==> src/rtl/vending_if.sv <==
// vending_if: customer-to-controller signals; master is the customer side, slave the controller.
interface vending_if #(
  parameter int CREDIT_W = 5
);
  logic [3:0]          price;
  logic                req;
  logic                coin_valid;
  logic [2:0]          coin_val;
  logic                cancel;
  logic                busy;
  logic [CREDIT_W-1:0] credit;
  logic                dispense;
  logic                change_valid;
  logic [CREDIT_W-1:0] change;
  logic                sold_out;
  modport master (
    output price, req, coin_valid, coin_val, cancel,
    input  busy, credit, dispense, change_valid, change, sold_out
  );
  modport slave (
    input  price, req, coin_valid, coin_val, cancel,
    output busy, credit, dispense, change_valid, change, sold_out
  );
endinterface

==> src/rtl/vending_controller.sv <==
// vending_controller: credit-collecting vend FSM with change, refund and stock count.
// Optional COLLECT inactivity auto-refund when VENDING_TIMEOUT_EN is defined.
module vending_controller #(
  parameter int CREDIT_W       = 5,
  parameter int STOCK_INIT     = 8,
  parameter int TIMEOUT_CYCLES = 255
) (
  input logic      clk,
  input logic      rst,
  vending_if.slave bus
);
  typedef enum logic [1:0] {IDLE, COLLECT, VEND, REFUND} state_t;
  state_t              r_state, w_next;
  logic [CREDIT_W-1:0] r_credit, w_credit, w_sum;
  logic [CREDIT_W:0]   w_add;
  logic [3:0]          r_price, r_stock;
  logic                w_coin, w_timeout;
  assign w_coin = bus.coin_valid && bus.coin_val != 3'd0;
  assign w_add  = {1'b0, r_credit} + (CREDIT_W+1)'(bus.coin_val);
  assign w_sum  = w_add[CREDIT_W] ? '1 : w_add[CREDIT_W-1:0];
`ifdef VENDING_TIMEOUT_EN
  localparam int TW = $clog2(TIMEOUT_CYCLES + 1);
  logic [TW-1:0] r_idle;
  // counter holds the idle cycles already spent; this cycle is the last allowed one
  assign w_timeout = r_idle == TW'(TIMEOUT_CYCLES - 1);
  always_ff @(posedge clk) begin
    if (rst || r_state != COLLECT || w_coin) r_idle <= '0;
    else r_idle <= r_idle + 1'b1;
  end
`else
  assign w_timeout = 1'b0 && (TIMEOUT_CYCLES > 0);
`endif
  always_comb begin
    w_next   = r_state;
    w_credit = r_credit;
    case (r_state)
      IDLE: begin
        w_next = (bus.req && bus.price != 4'd0 && r_stock != 4'd0) ? COLLECT : IDLE;
        w_credit = '0;
      end
      COLLECT: begin
        w_credit = w_coin ? w_sum : r_credit;
        w_next = (w_credit >= CREDIT_W'(r_price)) ? VEND :
                 (bus.cancel || (w_timeout && !w_coin)) ? REFUND : COLLECT;
      end
      default: begin
        w_next   = IDLE;
        w_credit = '0;
      end
    endcase
  end
  always_ff @(posedge clk) begin
    if (rst) begin
      r_state  <= IDLE;
      r_credit <= '0;
      r_price  <= '0;
      r_stock  <= 4'(STOCK_INIT);
    end else begin
      r_state  <= w_next;
      r_credit <= w_credit;
      if (r_state == IDLE && w_next == COLLECT) r_price <= bus.price;
      if (r_state == VEND) r_stock <= r_stock - 4'd1;
    end
  end
  assign bus.busy         = r_state != IDLE;
  assign bus.credit       = r_credit;
  assign bus.dispense     = r_state == VEND;
  assign bus.change_valid = r_state == VEND || r_state == REFUND;
  assign bus.change       = r_state == VEND   ? r_credit - CREDIT_W'(r_price) :
                            r_state == REFUND ? r_credit : '0;
  assign bus.sold_out     = r_stock == 4'd0;
endmodule

==> src/flat_wrapper.sv <==
// flat-port wrapper written by rule: the top's interface ports become plain ports
module vending_controller_flat 
#(
  parameter int CREDIT_W       = 5,
  parameter int STOCK_INIT     = 8,
  parameter int TIMEOUT_CYCLES = 255
)
  (clk, rst, bus_price, bus_req, bus_coin_valid, bus_coin_val, bus_cancel, bus_busy, bus_credit, bus_dispense, bus_change_valid, bus_change, bus_sold_out);
  vending_if #(.CREDIT_W(CREDIT_W)) bus_i ();
  input logic clk;
  input logic rst;
  input wire logic [$bits(bus_i.price)-1:0] bus_price;
  input wire logic [$bits(bus_i.req)-1:0] bus_req;
  input wire logic [$bits(bus_i.coin_valid)-1:0] bus_coin_valid;
  input wire logic [$bits(bus_i.coin_val)-1:0] bus_coin_val;
  input wire logic [$bits(bus_i.cancel)-1:0] bus_cancel;
  output wire logic [$bits(bus_i.busy)-1:0] bus_busy;
  output wire logic [$bits(bus_i.credit)-1:0] bus_credit;
  output wire logic [$bits(bus_i.dispense)-1:0] bus_dispense;
  output wire logic [$bits(bus_i.change_valid)-1:0] bus_change_valid;
  output wire logic [$bits(bus_i.change)-1:0] bus_change;
  output wire logic [$bits(bus_i.sold_out)-1:0] bus_sold_out;
  assign bus_i.price = bus_price;
  assign bus_i.req = bus_req;
  assign bus_i.coin_valid = bus_coin_valid;
  assign bus_i.coin_val = bus_coin_val;
  assign bus_i.cancel = bus_cancel;
  assign bus_busy = bus_i.busy;
  assign bus_credit = bus_i.credit;
  assign bus_dispense = bus_i.dispense;
  assign bus_change_valid = bus_i.change_valid;
  assign bus_change = bus_i.change;
  assign bus_sold_out = bus_i.sold_out;
  vending_controller #(.CREDIT_W(CREDIT_W), .STOCK_INIT(STOCK_INIT), .TIMEOUT_CYCLES(TIMEOUT_CYCLES)) u_core (.clk(clk), .rst(rst), .bus(bus_i));
endmodule
==> config.mk <==
export PLATFORM = sky130hd
export DESIGN_NAME = vending_controller_flat
export DESIGN_NICKNAME = d
export VERILOG_FILES = /design/src/rtl/vending_if.sv /design/src/rtl/vending_controller.sv /design/src/flat_wrapper.sv
export SDC_FILE = /design/constraint.sdc
export NUM_CORES = 1
export LEC_CHECK = 0
export BUFFER_PORTS_ARGS = -buffer_cell sky130_fd_sc_hd__buf_2
export CORE_MARGIN = 1.5
export CORE_UTILIZATION = 56
export DETAILED_ROUTE_END_ITERATION = 10
export GPL_TIMING_DRIVEN = 0
export PLACE_DENSITY = 0.93
export SYNTH_ARGS = -nofsm -noshare
export SYNTH_HDL_FRONTEND = slang
export SYNTH_SLANG_ARGS = --single-unit
==> constraint.sdc <==
create_clock -name clk -period 5.45 [get_ports clk]
set_input_delay 0.2725 -clock clk [delete_from_list [all_inputs] [get_ports clk]]
set_output_delay 0.2725 -clock clk [all_outputs]
set_load 0.02 [all_outputs]
==> results of run 1 <==
## cell type report
class                      instances  area (µm²)
multi-input combinational         96         684
fill                             142         517
sequential                        15         300
timing repair buffer              24         120
inverter                          11        41.3
tap                               25        31.3
clock buffer                       4        26.3
buffer                             5        25.0
## where the power goes
| part | internal, W | leakage (nW) | total [W] | switching [W] |
|---|---|---|---|---|
| clock network | 0.0000286 | 0.0150 | 0.0000661 | 0.0000375 |
| logic | 0.0000435 | 0.418 | 0.0000993 | 0.0000558 |
| registers | 0.000118 | 0.122 | 0.000126 | 0.00000854 |
| total | 0.000190 | 0.556 | 0.000292 | 0.000102 |
## cells by family (layout without fill, tap and decap cells)
group | Yosys count | in the layout | share of synthesized area
adders and majority gates | 14 | 14 | 0.181
buffers and inverters | 16 | 44 | 0.0631
and+or+nand+nor | 47 | 47 | 0.232
DFF | 15 | 15 | 0.286
xor gates and xnor gates | 3 | 3 | 0.0250
AOI/OAI and AO/OA | 29 | 29 | 0.183
muxes | 3 | 3 | 0.0298
## worst paths after layout
path                                     endpoint  slack (ns)
worst max-delay path            u_core.r_state[0]        2.80
worst min-delay path            u_core.r_price[1]        0.24
worst max register to register  u_core.r_state[0]        2.80
worst min register to register  u_core.r_price[3]        0.52
## cell usage in the layout, fill, tap and decap left out, types with 2 or more instances in the layout
cell and instances:
clkbuf_4 3, dfxtp_1 15, xnor2_1 2, nand2_1 5, a21oi_1 9, o211ai_1 2, nor3_1 3, nor3b_1 3
nand3_1 4, nor2b_1 6, nand2b_1 2, clkbuf_1 4, nor2_1 17, inv_1 11, buf_2 25, o21a_1 3
fa_1 2, a22oi_1 3, o31ai_1 2, ha_1 12, o21ai_0 3, mux2i_1 2
## routing by layer
layer,track usage,part of all wire
met1,0.310,0.41
met2,0.467,0.50
met3,0.0392,0.072
met4,0.120,0.017
met5,0,0
## sequential cells by signal, summed over array words and instances, names as in the netlist
name and count:
u_core.bus.credit 5, u_core.r_price 4, u_core.r_state 2, u_core.r_stock 4
## per-stage QoR
step                area (µm²)  hold slack [ns]
floorplan                 1050            0.416
global placement          1200            0.485
detailed placement        1200            0.488
CTS                       1230            0.241
global route              1230            0.267
finish                    1230            0.242
## worst register-to-register path: cells and delay by family, from the launching register on
family	cells	cell delay [ns]
fa+ha+maj	2	0.58
flops	1	0.43
simple gates	2	0.49
compound gates	6	1.09
==> impl_metrics.csv, run 1 <==
group,metric,value,unit
run_status,status,"complete, no violations",
logic_synthesis,synth-seq-cells,15,
logic_synthesis,synthFlopType,"dfxtp_1",
cells_and_area,fin_cells,180,
grt,grt_pass1_vias,944,
cts,clockBufferDepth,2,
logic_synthesis,synth_top_area_frac,0.286,
timing,min_period_over_period,0.485,
timing,final-setup-viol-count,0,
setup_path,end_kind,"flip-flop",
logic_synthesis,syn_area,1050,µm²
logic_synthesis,synth.distinct_cells,38,
grt,gr-total-overflow,0,
routing,routedWlPerCell,14.2,µm
timing,finalSetupTns,0,ns
setup_path,crit_family,"compound AO/OA/AOI/OAI gates",
cells_and_area,area_growth,16.9,%
floorplanning,start_util,0.602,
timing,skew,0.00229,ns
logic_synthesis,syn_nets,153,
cells_and_area,diodes,0,
min_path,min_path_type,"in2reg",
timing,max_freq,0.378,GHz
cts,cts_tree,"yes",
cts,cts_buffers,3,
logic_synthesis,yosysMostFrequentCell,"nor2_1",
setup_path,cp_cell_sequence,"ha_1 -> a21oi_1 -> a21oi_1 -> or3_1 -> o21ai_0 -> ha_1 -> nand2b_1 -> a211o_1 -> o211ai_1 -> a31o_2",
grt,grt_pass1_wl,3.97,mm
logic_synthesis,ys_seq_area_frac,0.286,
logic_synthesis,synth_warnings,0,
logic_synthesis,syn_avg_cell_area,8.28,µm²
power,leakagePower,0.556,nW
timing,worst_slew_pin_slew,0.509,ns
grt,grtUsageTotal,0.264,
timing,period_minus_slack,2.65,ns
logic_synthesis,synth_area_leaders,"dfxtp_1, ha_1, nor2_1",
routing,vias_per_cell,5.69,
timing,maxSlewHeadroom,0.658,
job,cap_violations,0,
timing,fin_ws,2.80,ns
routing,routed_wl,2.55,mm
cts,cts_resized,0,
cells_and_area,utilization,0.704,
setup_path,slowest_stage,"dfxtp_1",
cells_and_area,drive_gt1_frac,0.200,
cells_and_area,nets,182,
routing,vias,1024,
logic_synthesis,postSynthCellCount,127,
timing,hold_viol_final,0,
place,placedCellCount,176,
place,dp_slack,2.83,ns
routing,ant_nets,0,
cts,cts_sinks,15,
power,report.power.total,0.000292,W
setup_path,cp-start-kind,"flip-flop",
timing,slew_viol_final,0,
setup_path,critPathArrivalTime,2.89,ns
routing,drt_iter0_markers,39,
cts,holdBufCountCts,0,
cts,cts_root_buffer,"clkbuf_4",
floorplanning,coreArea,1750,µm²
floorplanning,core.rowCount,15,
logic_synthesis,ys_async_sr_fraction,0,
cts,htree_levels,1,
setup_path,crit_start,"u_core.bus.credit[2]",
setup_path,cp.depth,10,
logic_synthesis,yosys-top-cells-count,"nor2_1, dfxtp_1, ha_1",
timing,rsz0062_at_grt,"false",
floorplanning,dieArea,2150,µm²
place,place_congestion,0.844,
routing,drc_errors,0,
grt,grt_max_degree,11,
setup_path,r2r-start,"u_core.bus.credit[2]",
routing,detail_route.first_pass.iterations,4,
floorplanning,die_y,46.3,µm
cts,clk_latency,0.29,ns
logic_synthesis,synth_top_area_cell,"dfxtp_1",
floorplanning,ios,26,
setup_path,path_buf_inv,0,
grt,antenna_found_initial,0,
place,hpwl,2.02,mm
place,portBuffers,24,
floorplanning,die_w,46.3,µm
min_path,worstHoldStart,"bus_price[1]",
min_path,min_path_cells,3,
cts,post-cts-setup-buffer-count,0,
power,power.density,237,nW/µm²
logic_synthesis,synth-edff-count,0,
cts,cts.reportedPaths.clkPinSlew,0.09,ns
setup_path,ff2ff_path_depth,10,
setup_path,cp_data_required_time,5.69,ns
setup_path,cp_slowest_stage_delay,0.43,ns
setup_path,worstSetupPathType,"reg2reg",
power,vdd_drop_max,0.156,mV
setup_path,crit_fanout,5,
(Power assumes the default switching activity.)
==> inputs of run 2 (changes only) <==
--- a/config.mk
+++ b/config.mk
@@ -5,12 +5,13 @@
 export SDC_FILE = /design/constraint.sdc
 export NUM_CORES = 1
 export LEC_CHECK = 0
+export ABC_AREA = 1
 export BUFFER_PORTS_ARGS = -buffer_cell sky130_fd_sc_hd__buf_2
 export CORE_MARGIN = 1.5
-export CORE_UTILIZATION = 56
+export CORE_UTILIZATION = 48
 export DETAILED_ROUTE_END_ITERATION = 10
 export GPL_TIMING_DRIVEN = 0
-export PLACE_DENSITY = 0.93
+export PLACE_DENSITY = 0.85
 export SYNTH_ARGS = -nofsm -noshare
 export SYNTH_HDL_FRONTEND = slang
 export SYNTH_SLANG_ARGS = --single-unit
==> constraint.sdc (replaced) <==
create_clock -name clk -period 2.2 [get_ports clk]
set_input_delay 0.11 -clock clk [delete_from_list [all_inputs] [get_ports clk]]
set_output_delay 0.11 -clock clk [all_outputs]
set_load 0.02 [all_outputs]
==> impl_metrics.csv, run 2 <==
group,metric,value,unit
logic_synthesis,synthFlopType,"dfxtp_1",
grt,grt_pass1_vias,1018,
cells_and_area,stdcell_area,1400,µm²
power,power.density,511,nW/µm²
min_path,hold_end,"u_core.r_price[3]",
timing,max_freq,0.467,GHz
run_status,status,"complete, no violations",
logic_synthesis,yosys-top-cells-count,"nand2_1, inv_1, dfxtp_1",
setup_path,reg2reg_slack,0.06,ns
floorplanning,core.rowCount,17,
setup_path,ff2ff_path_depth,13,
logic_synthesis,synth_top_area_cell,"dfxtp_1",
floorplanning,dieArea,2640,µm²
routing,routedWlPerCell,11.0,µm
timing,maxSlewHeadroom,0.710,
routing,vias,1125,
timing,skew,0.00761,ns
job,cap_violations,0,
cts,htree_levels,1,
cts,cts_root_buffer,"clkbuf_4",
floorplanning,ios,26,
logic_synthesis,postSynthCellCount,161,
timing,worst_slew_pin_slew,0.432,ns
routing,routed_wl,2.42,mm
setup_path,crit_fanout,5,
grt,grt_max_degree,11,
power,vdd_drop_max,0.318,mV
min_path,worstHoldStart,"rst",
setup_path,critPathArrivalTime,2.37,ns
cells_and_area,drive_gt1_frac,0.302,
cells_and_area,largest_reg_flops,5,
timing,hold_viol_final,0,
setup_path,cp_data_required_time,2.43,ns
routing,detail_route.first_pass.iterations,4,
routing,drt_iter0_markers,19,
logic_synthesis,synth-edff-count,0,
routing,ant_nets,0,
floorplanning,die_y,51.4,µm
grt,gr-total-overflow,0,
place,portBuffers,25,
setup_path,r2r-start,"u_core.bus.credit[1]",
cells_and_area,area_growth,24.2,%
floorplanning,die_w,51.4,µm
logic_synthesis,synth.distinct_cells,30,
place,placed_area,1280,µm²
grt,antenna_found_initial,0,
timing,holdWs,0.0554,ns
cells_and_area,mostFrequentLayoutCells,"nand2_1, inv_1, buf_2",
timing,final-setup-viol-count,0,
logic_synthesis,syn_nets,187,
cts,holdBufCountCts,0,
timing,period_minus_slack,2.14,ns
cells_and_area,n_fill_cell,213,
logic_synthesis,synth_warnings,0,
logic_synthesis,ys_async_sr_fraction,0,
logic_synthesis,syn_avg_cell_area,6.98,µm²
logic_synthesis,syn_area,1120,µm²
floorplanning,start_util,0.508,
cts,cts_buffers,3,
timing,slew_viol_final,0,
logic_synthesis,yosysMostFrequentCell,"nand2_1",
min_path,min_path_type,"in2reg",
floorplanning,coreArea,2210,µm²
place,hpwl,2.00,mm
logic_synthesis,synth-seq-cells,15,
cts,cts_tree,"yes",
cts,clk_latency,0.28,ns
setup_path,cp-start-kind,"flip-flop",
routing,drc_errors,0,
grt,grt_pass1_wl,3.97,mm
logic_synthesis,ys_seq_area_frac,0.267,
setup_path,worstReg2RegEnd,"u_core.r_state[0]",
routing,vias_per_cell,5.11,
min_path,min_path_cells,2,
power,leakagePower,0.693,nW
grt,grtUsageTotal,0.193,
setup_path,worstSetupPathType,"reg2reg",
setup_path,end_kind,"flip-flop",
cells_and_area,diodes,0,
logic_synthesis,synth_area_leaders,"dfxtp_1, ha_1, nand2_1",
place,place_congestion,0.848,
cts,clockBufferDepth,2,
cells_and_area,layout_commonest_cell,"nand2_1",
cts,cts.reportedPaths.clkPinSlew,0.09,ns
logic_synthesis,synth_top_area_frac,0.267,
cells_and_area,nets,219,
timing,min_period_over_period,0.973,
timing,rsz0062_at_grt,"true",
cts,cts_sinks,15,
## run 2: cell types whose count changed in the layout (fill, tap and decap cells not counted), moves of 4 or more
cell     delta
a21oi_1     +4
inv_1      +16
nand2_1    +32
nand2_2     +4
nand3_1     +4
nor2_1     -10
nor2b_1     -6
o21ai_0     +4
## run 2: worst max-delay path, stage by stage (launching register included)
cell and delay [ns]:
dfxtp_4 0.38, inv_1 0.10, fa_2 0.57, inv_1 0.05
nor2_2 0.09, o21ai_2 0.07, ha_1 0.28, nand3_2 0.07
nand3b_1 0.09, nand2_1 0.07, nand2_1 0.06, nor2_2 0.10
nand2_1 0.07, nand2_1 0.07
## run 2: cell type report
class / count / area (µm²) / share of cell area
clock buffer: 4 / 26.3 / 0.0188
buffer: 1 / 10.0 / 0.00717
sequential: 15 / 309 / 0.222
timing repair buffer: 27 / 143 / 0.102
multi-input combinational: 114 / 754 / 0.541
inverter: 31 / 118 / 0.0843
tap: 28 / 35.0 / 0.0251
## run 2: kinds of logic (layout without fill, tap and decap cells)
| group | count (synthesis) | after routing | share of synthesized area |
|---|---|---|---|
| and+or+nand+nor | 68 | 68 | 0.278 |
| buffers and inverters | 32 | 63 | 0.114 |
| AOI/OAI and AO/OA | 31 | 31 | 0.164 |
| DFF | 15 | 15 | 0.267 |
| adders and majority gates | 14 | 14 | 0.169 |
| xor gates and xnor gates | 1 | 1 | 0.00780 |
## run 2: what timing repair did
action / CTS / global route
setup buffers: 0 / 2
pin swaps: 2 / 2
setup endpoints to repair: 2 / 3
gates resized for setup: 7 / 16
## run 2: how the worst max path moves through the flow
| stage | depth (start not counted) | start | to | slack, ns |
|---|---|---|---|---|
| 3_5_place_dp | 13 | u_core.bus.credit[1] | u_core.r_state[0] | -0.05 |
| 5_1_grt | 17 | u_core.bus.credit[1] | u_core.r_state[0] | -0.12 |
| 3_3_place_gp | 13 | u_core.bus.credit[1] | u_core.r_state[0] | -0.02 |
| 2_1_floorplan | 12 | u_core.bus.credit[1] | u_core.r_state[1] | 0.007 |
| 4_1_cts | 14 | u_core.bus.credit[0] | u_core.r_state[0] | 0.02 |
| 6_report | 13 | u_core.bus.credit[1] | u_core.r_state[0] | 0.06 |
## run 2: routing by layer
layer  vias up  GRT usage  share of wire
met3         6     0.0234          0.047
li1        580          -              -
met1       511      0.211           0.40
met2        28      0.374           0.53
met5         -          0              0
met4         0     0.0658          0.016
## run 2: through the flow
step / power [W] / std cells / setup TNS (ns) / utilization / setup WS [ns]
CTS: 0.000704 / 218 / 0 / 0.603 / 0.0157
global placement: 0.000535 / 214 / -0.0399 / 0.580 / -0.0202
floorplan: 0.000484 / 161 / 0 / - / 0.00666
finish: 0.000712 / 220 / 0 / 0.631 / 0.0587
detailed placement: 0.000547 / 214 / -0.0728 / 0.580 / -0.0455
global route: 0.000769 / 220 / -0.216 / 0.631 / -0.118
## run 2: power breakdown
group / switching (W) / internal [W] / total, W
Sequential: 0.0000183 / 0.000290 / 0.000309
Combinational: 0.000151 / 0.000100 / 0.000251
Clock: 0.0000821 / 0.0000703 / 0.000152
Total: 0.000251 / 0.000461 / 0.000712
